**config.mk**
```make
export PLATFORM = sky130hd
export DESIGN_NAME = fifo_uart_tx_drain
export DESIGN_NICKNAME = d
export VERILOG_FILES = /design/src/rtl/fifo_uart_tx_drain.sv
export SDC_FILE = /design/constraint.sdc
export NUM_CORES = 1
export LEC_CHECK = 0
export CORE_MARGIN = 8
export CORE_UTILIZATION = 47
export CTS_CLUSTER_SIZE = 16
export DETAILED_ROUTE_END_ITERATION = 12
export GPL_TIMING_DRIVEN = 0
export PLACE_DENSITY = 0.74
export SYNTH_ARGS = -nofsm -noshare
export SYNTH_HDL_FRONTEND = slang
export SYNTH_SLANG_ARGS = --single-unit
```
**constraint.sdc**
```tcl
create_clock -name clk -period 2.1 [get_ports clk]
set_input_delay 0.21 -clock clk [delete_from_list [all_inputs] [get_ports clk]]
set_output_delay 0.21 -clock clk [all_outputs]
set_load 0.005 [all_outputs]
```
**src/rtl/fifo_uart_tx_drain.sv**
```systemverilog
// Drains an 8-deep byte FIFO and serialises each byte onto a UART-style line:
// start bit, LSB-first data, optional even parity, one stop bit.
module fifo_uart_tx_drain #(
  parameter int unsigned DATA_WIDTH   = 8,
  parameter int unsigned CLKS_PER_BIT = 4,
  parameter int unsigned PARITY_EN    = 0,
  parameter int unsigned CNT_WIDTH    = 16
) (
  input  logic                  clk,
  input  logic                  rst_,
  input  logic                  fifo_empty,
  input  logic [DATA_WIDTH-1:0] fifo_data_out,
  output logic                  fifo_read,
  input  logic                  tx_en,
  output logic                  txd,
  output logic                  busy,
  output logic                  byte_done,
  output logic [CNT_WIDTH-1:0]  bytes_sent
);

  localparam int unsigned CLK_W = (CLKS_PER_BIT > 1) ? $clog2(CLKS_PER_BIT) : 1;
  localparam int unsigned BIT_W = (DATA_WIDTH > 1) ? $clog2(DATA_WIDTH) : 1;

  typedef enum logic [2:0] {
    S_IDLE, S_REQ, S_CAPT, S_START, S_DATA, S_PARITY, S_STOP
  } state_t;

  state_t                r_state;
  logic [CLK_W-1:0]      r_clk_cnt;
  logic [BIT_W-1:0]      r_bit_cnt;
  logic [DATA_WIDTH-1:0] r_shift;
  logic                  r_parity;
  logic                  r_txd;
  logic                  r_fifo_read;
  logic                  r_busy;
  logic                  r_byte_done;
  logic [CNT_WIDTH-1:0]  r_bytes_sent;

  logic                  w_bit_end;
  logic                  w_last_bit;
  logic                  w_fetch;
  logic [DATA_WIDTH-1:0] w_shift_next;

  assign w_bit_end    = (r_clk_cnt == CLK_W'(CLKS_PER_BIT - 1));
  assign w_last_bit   = (r_bit_cnt == BIT_W'(DATA_WIDTH - 1));
  assign w_fetch      = tx_en & ~fifo_empty;
  assign w_shift_next = r_shift >> 1;

  // Frame sequencer; every output is updated together with the state it belongs to.
  always_ff @(posedge clk) begin
    if (rst_) begin
      r_state      <= S_IDLE;
      r_clk_cnt    <= '0;
      r_bit_cnt    <= '0;
      r_shift      <= '0;
      r_parity     <= 1'b0;
      r_txd        <= 1'b1;
      r_fifo_read  <= 1'b0;
      r_busy       <= 1'b0;
      r_byte_done  <= 1'b0;
      r_bytes_sent <= '0;
    end else begin
      r_fifo_read <= 1'b0;
      r_byte_done <= 1'b0;
      case (r_state)
        S_IDLE: begin
          r_txd <= 1'b1;
          if (w_fetch) begin
            r_state     <= S_REQ;
            r_fifo_read <= 1'b1;
            r_busy      <= 1'b1;
          end
        end
        S_REQ: begin
          r_state <= S_CAPT;
        end
        S_CAPT: begin
          r_shift   <= fifo_data_out;
          r_parity  <= ^fifo_data_out;
          r_clk_cnt <= '0;
          r_bit_cnt <= '0;
          r_txd     <= 1'b0;
          r_state   <= S_START;
        end
        S_START: begin
          if (w_bit_end) begin
            r_clk_cnt <= '0;
            r_txd     <= r_shift[0];
            r_state   <= S_DATA;
          end else begin
            r_clk_cnt <= r_clk_cnt + CLK_W'(1);
          end
        end
        S_DATA: begin
          if (w_bit_end) begin
            r_clk_cnt <= '0;
            r_shift   <= w_shift_next;
            if (w_last_bit) begin
              r_bit_cnt <= '0;
              if (PARITY_EN != 0) begin
                r_txd   <= r_parity;
                r_state <= S_PARITY;
              end else begin
                r_txd   <= 1'b1;
                r_state <= S_STOP;
              end
            end else begin
              r_bit_cnt <= r_bit_cnt + BIT_W'(1);
              r_txd     <= w_shift_next[0];
            end
          end else begin
            r_clk_cnt <= r_clk_cnt + CLK_W'(1);
          end
        end
        S_PARITY: begin
          if (w_bit_end) begin
            r_clk_cnt <= '0;
            r_txd     <= 1'b1;
            r_state   <= S_STOP;
          end else begin
            r_clk_cnt <= r_clk_cnt + CLK_W'(1);
          end
        end
        S_STOP: begin
          if (w_bit_end) begin
            r_clk_cnt    <= '0;
            r_byte_done  <= 1'b1;
            r_bytes_sent <= r_bytes_sent + CNT_WIDTH'(1);
            // Back-to-back frames go straight to the next pop.
            if (w_fetch) begin
              r_state     <= S_REQ;
              r_fifo_read <= 1'b1;
            end else begin
              r_state <= S_IDLE;
              r_busy  <= 1'b0;
            end
          end else begin
            r_clk_cnt <= r_clk_cnt + CLK_W'(1);
          end
        end
        default: begin
          r_state <= S_IDLE;
          r_txd   <= 1'b1;
          r_busy  <= 1'b0;
        end
      endcase
    end
  end

  assign fifo_read  = r_fifo_read;
  assign txd        = r_txd;
  assign busy       = r_busy;
  assign byte_done  = r_byte_done;
  assign bytes_sent = r_bytes_sent;

endmodule

```
# Yosys cells after proc, flatten, opt, wreduce, memory -nomap -nowiden
# Cells that the tools add are included.
[word_totals] register_bits=36 latch_bits=0 mem_bits_rw=0 romBits=0 input_bits=12 output_inout_bits=20 elab_cells=72 n_memories=0
[op_classes] addsub=3 n_mul=0 div_mod_pow=0 order_cmp=0 n_eq_ne=15 n_shift=0 muxes=28 bitwise=5 n_reduce_logical=12
[op_table] operator="$mux W3" n=8
[op_table] operator="$pmux W3 S7" n=1
[op_table] operator="$add A16 B1 Y16 const B" n=1
[op_table] operator="$pmux W8 S2" n=1
[op_table] operator="$ne A2 B2 Y1 const B" n=7
[op_table] operator="$eq A3 B3 Y1 const B" n=4
[op_table] operator="$mux W1" n=11
[op_table] operator="$mux W8" n=1
[op_table] operator="$reduce_and A4 Y1" n=2
[op_table] operator="$eq A3 B2 Y1 const B" n=2
[op_table] operator="$pmux W3 S2" n=1
[op_table] operator="$reduce_and A6 Y1" n=1
[op_table] operator="$pmux W1 S5" n=1
[op_table] operator="$reduce_or A5 Y1" n=1
[op_table] operator="$not A1 Y1" n=4
[op_table] operator="$pmux W2 S2" n=1
[op_table] operator="$reduce_and A2 Y1" n=2
[op_table] operator="$reduce_bool A2 Y1" n=2
[op_table] operator="$reduce_or A2 Y1" n=2
[op_table] operator="$reduce_or A4 Y1" n=1
[op_table] operator="$add A3 B1 Y3 const B" n=1
[op_table] operator="$eq A3 B1 Y1 const B" n=1
[op_table] operator="$logic_not A3 Y1" n=1
[op_table] operator="$pmux W1 S3" n=1
[op_table] operator="other kinds (5)" n=5

# Depth between registers and ports, before layout
[logic_depth] ltp_word=5 ltp_mapped=6 mapped_depth_nobuf=6

# Least setup slack after synthesis
# No wires, ideal clock.
[synth_timing] kind="register to register" start="reg r_clk_cnt[0]" end="reg r_bytes_sent[15] (netlist: bytes_sent[15])" setup_time_ns=0.123 arrival_time_ns=1.835 t_required_ns=1.977 setup_slack_ns=0.142 path_stages_with_launch=6 path_buffers=0 synth_period_minus_slack_ns=1.958 path_cell_list="dfxtp_1 ha_1 nand4b_4 or4_4 nor4_1 mux2_1"
[synth_between] elab_chain_cells=2
[synth_rtl] item="start, declared" line="29" rtl="logic [CLK_W-1:0] r_clk_cnt;"
[synth_rtl] item="start signal, assigned" line="91" rtl="r_clk_cnt <= r_clk_cnt + CLK_W'(1);"
[synth_rtl] item="start signal, assigned" line="112" rtl="r_clk_cnt <= r_clk_cnt + CLK_W'(1);"
[synth_rtl] item="start signal, assigned" line="121" rtl="r_clk_cnt <= r_clk_cnt + CLK_W'(1);"
[synth_rtl] item="$eq A2 B2 Y1" line="44" rtl="assign w_bit_end = (r_clk_cnt == CLK_W'(CLKS_PER_BIT - 1));"
[synth_rtl] item="$reduce_and A2 Y1 (no source line)"
[synth_rtl] item="end signal, assigned" line="128" rtl="r_bytes_sent <= r_bytes_sent + CNT_WIDTH'(1);"
[synth_rtl] item="end, declared" line="37" rtl="logic [CNT_WIDTH-1:0] r_bytes_sent;"
# No other way between the ends.
# A chain may end at the register's enable or synchronous reset.

# Final worst setup path
# Same ends and word-level chain as after synthesis.

==> flow_summary.json <==
{
  "power_density_nw_per_um2": 611,
  "cts_inserted_buffers": 5,
  "synth_adder_area_share": 0.0346,
  "final_area_sq_um": 2300,
  "ys_types": 38,
  "timing.final.ws_setup_ps": 139,
  "grt_overflow": 0,
  "pre_cts_ws_ps": -41.3,
  "drt_first_pass_iters": 4,
  "grt_first_pass_wirelength_microns": 7290,
  "gp_congestion": 0.907,
  "clk_path_buf_depth": 2,
  "clock.fmax_mhz": 510,
  "clk_latency_ps": 300,
  "layout_commonest_cell": "dfxtp_1",
  "crit_type": "flop to flop",
  "num_rows": 22,
  "pwr-share-comb": 0.071,
  "yosys_warnings": 0,
  "startpoint_type": "flop",
  "hp-class": "primary input to flop",
  "tightest_slew_ps": 515,
  "cts_num_sinks": 36,
  "htree_levels": 2,
  "cts_root_buf": "clkbuf_8",
  "report.final.slew_viol_count": 0,
  "synth-seq-cells": 36,
  "syn_nets": 237,
  "grt.met3_usage": 0.0444,
  "detail_route.wl_per_cell_microns": 13.8,
  "crit_path_end_kind": "flop",
  "start_util": 0.490,
  "grt_pass1_vias": 1615,
  "power.switching_mw": 0.313,
  "yosysSeqAreaShare": 0.399,
  "critPathSlowestCell": "or4_4",
  "postCtsSetupRepairBufs": 0,
  "min_period_over_period": 0.934,
  "cp.required_ps": 2280,
  "multi_input_area_sq_um": 1030,
  "drc": 0,
  "io_pins": 32,
  "area_growth_syn_to_layout_pct": 27.3,
  "dieArea_sq_um": 6090,
  "grt_max_degree": 12,
  "cts_resized": 2,
  "leakagePower_nw": 0.772,
  "postCtsHoldBufs": 0,
  "grt_use_total": 0.145,
  "die_h_microns": 78.0,
  "max_slew_margin": 0.657,
  "final_core_util": 0.624,
  "path_cells": "ha_4 > nand4b_4 > or4_4 > nor4_2 > mux2_1",
  "use_met1": 0.167,
  "status": "finished clean",
  "fin_worst_skew_ps": 7.49,
  "crit_arrival_ps": 2140,
  "synth_compound_area_frac": 0.181,
  "synth_top_family_by_area": "simple AND/OR/NAND/NOR gates",
  "max_stage_delay_ps": 590,
  "switching_share": 0.223,
  "seq_power_share": 0.499,
  "top_usage_layer": "met2",
  "synthMuxAreaShare": 0.0284,
  "first_iter_violations": 120,
  "critical_path.top_delay_family": "simple AND/OR/NAND/NOR gates",
  "syn_inst": 220,
  "antenna_found_initial": 0,
  "p_clk_frac": 0.430,
  "cap_violations": 0,
  "routed_wl_microns": 4210,
  "clkTransAtPathRegs_ps": 70,
  "synth-edff-count": 0,
  "grt_util_met2": 0.239,
  "num-fill-cells": 345,
  "vdd_drop_max_uv": 426,
  "internal_power_mw": 1.09,
  "path_max_fanout": 10,
  "yosys.area_share.xor_xnor": 0.0484,
  "ys_async_sr_fraction": 0,
  "cts_tree": "done",
  "final_cell_mix": "34 x dfxtp_1, 30 x clkdlybuf4s50_1, 26 x nor2_1",
  "netlist_area_sq_um": 1810,
  "routed_via_density": 5.58,
  "drive_gt1_frac": 0.0659,
  "synth_flop_cell": "dfxtp_1",
  "ant_nets": 0,
  "n_antenna_cell": 0,
  "core-area_sq_um": 3690,
  "syn_avg_cell_area_sq_um": 8.22,
  "hold_viol_final": 0,
  "rsz0062_at_grt": "no",
  "port_buffers": 30,
  "dr_total_vias": 1707,
  "layout.nets": 274,
  "placed_area_sq_um": 2170,
  "crit_buf_inv": 0,
  "final.min_clock_period_ps": 1960,
  "dp_hpwl_microns": 3050,
  "setup_viol": 0,
  "die_w_microns": 78.0,
  "ff_latch_area_sq_um": 723,
  "yosys.area_share.simple": 0.262
}
-- per-layer routing --
layer | share of wire | up-vias
met4 | 0.019 | 0
met5 | 0 | -
li1 | - | 873
met3 | 0.058 | 6
met1 | 0.45 | 787
met2 | 0.48 | 41
-- final cells by class --
class | instances | area share
buffer | 14 | 0.0234
timing repair buffer | 30 | 0.131
multi-input combinational | 162 | 0.446
sequential | 36 | 0.314
clock buffer | 6 | 0.0315
inverter | 8 | 0.0131
tap | 48 | 0.0261
clock inverter | 2 | 0.0152
-- Yosys cell counts (4+ instances only) --
library cell	n	area [sq um]
a211oi_1	4	30.0
a21oi_1	17	85.1
a311oi_1	7	61.3
clkbuf_1	13	48.8
dfxtp_1	36	721
ha_1	5	62.6
inv_1	8	30.0
mux2i_1	4	40.0
nand2_1	16	60.1
nand2b_1	4	25.0
nand3_1	14	70.1
nor2_1	26	97.6
nor3_1	4	20.0
nor4_1	5	31.3
o21ai_0	15	75.1
or3_1	4	25.0
xnor2_1	8	70.1
-- path summary, 6_finish.rpt --
| path | start | end | slack (ps) | cells past startpoint |
|---|---|---|---|---|
| setup / recovery | r_clk_cnt[0]$_SDFFE_PP0P_ | bytes_sent[15]$_SDFFE_PP0P_ | 140 | 5 |
| setup reg to reg | r_clk_cnt[0]$_SDFFE_PP0P_ | bytes_sent[15]$_SDFFE_PP0P_ | 140 | 5 |
| hold / removal | rst_ | r_shift[1]$_SDFFE_PP0P_ | 440 | 2 |
| hold reg to reg | txd$_SDFFE_PP1P_ | txd$_SDFFE_PP1P_ | 460 | 2 |
-- per-stage QoR --
stage	hold slack [ps]	setup TNS (ps)	power (mW)	instances
6_report	438	0	1.41	306
5_1_grt	449	0	1.45	306
4_1_cts	430	0	1.42	306
3_5_place_dp	448	-41.3	0.816	298
3_3_place_gp	444	-43.6	0.815	298
2_1_floorplan	372	0	0.772	220
-- power by group through the flow --
stage / Combinational [mW] / Sequential [mW] / Clock, mW
3_3_place_gp: 0.0983 / 0.717 / 0
3_5_place_dp: 0.0985 / 0.717 / 0
5_1_grt: 0.111 / 0.702 / 0.641
4_1_cts: 0.0992 / 0.701 / 0.619
2_1_floorplan: 0.0556 / 0.716 / 0
6_report: 0.0996 / 0.701 / 0.605
-- worst register-to-register path: stages, from the launching register on --
cell,delay [ps]
dfxtp_2,380
ha_4,180
nand4b_4,180
or4_4,600
nor4_2,170
mux2_1,330
-- sequential cells by signal (all words and copies together) (netlist names) --
register and cells:
fifo_read 1, byte_done 1, r_state 3, r_bit_cnt 3
bytes_sent 16, busy 1, txd 1, r_clk_cnt 2
r_shift 8
-- cell families (layout without fill, tap and decap cells) --
logic type	Yosys count	count (layout)
and+or+nand+nor	89	89
AOI/OAI and AO/OA	53	53
DFF	36	36
buffers and inverters	22	60
xor gates and xnor gates	10	10
adders and majority gates	5	5
muxes	5	5
(Power assumes the default switching activity.)
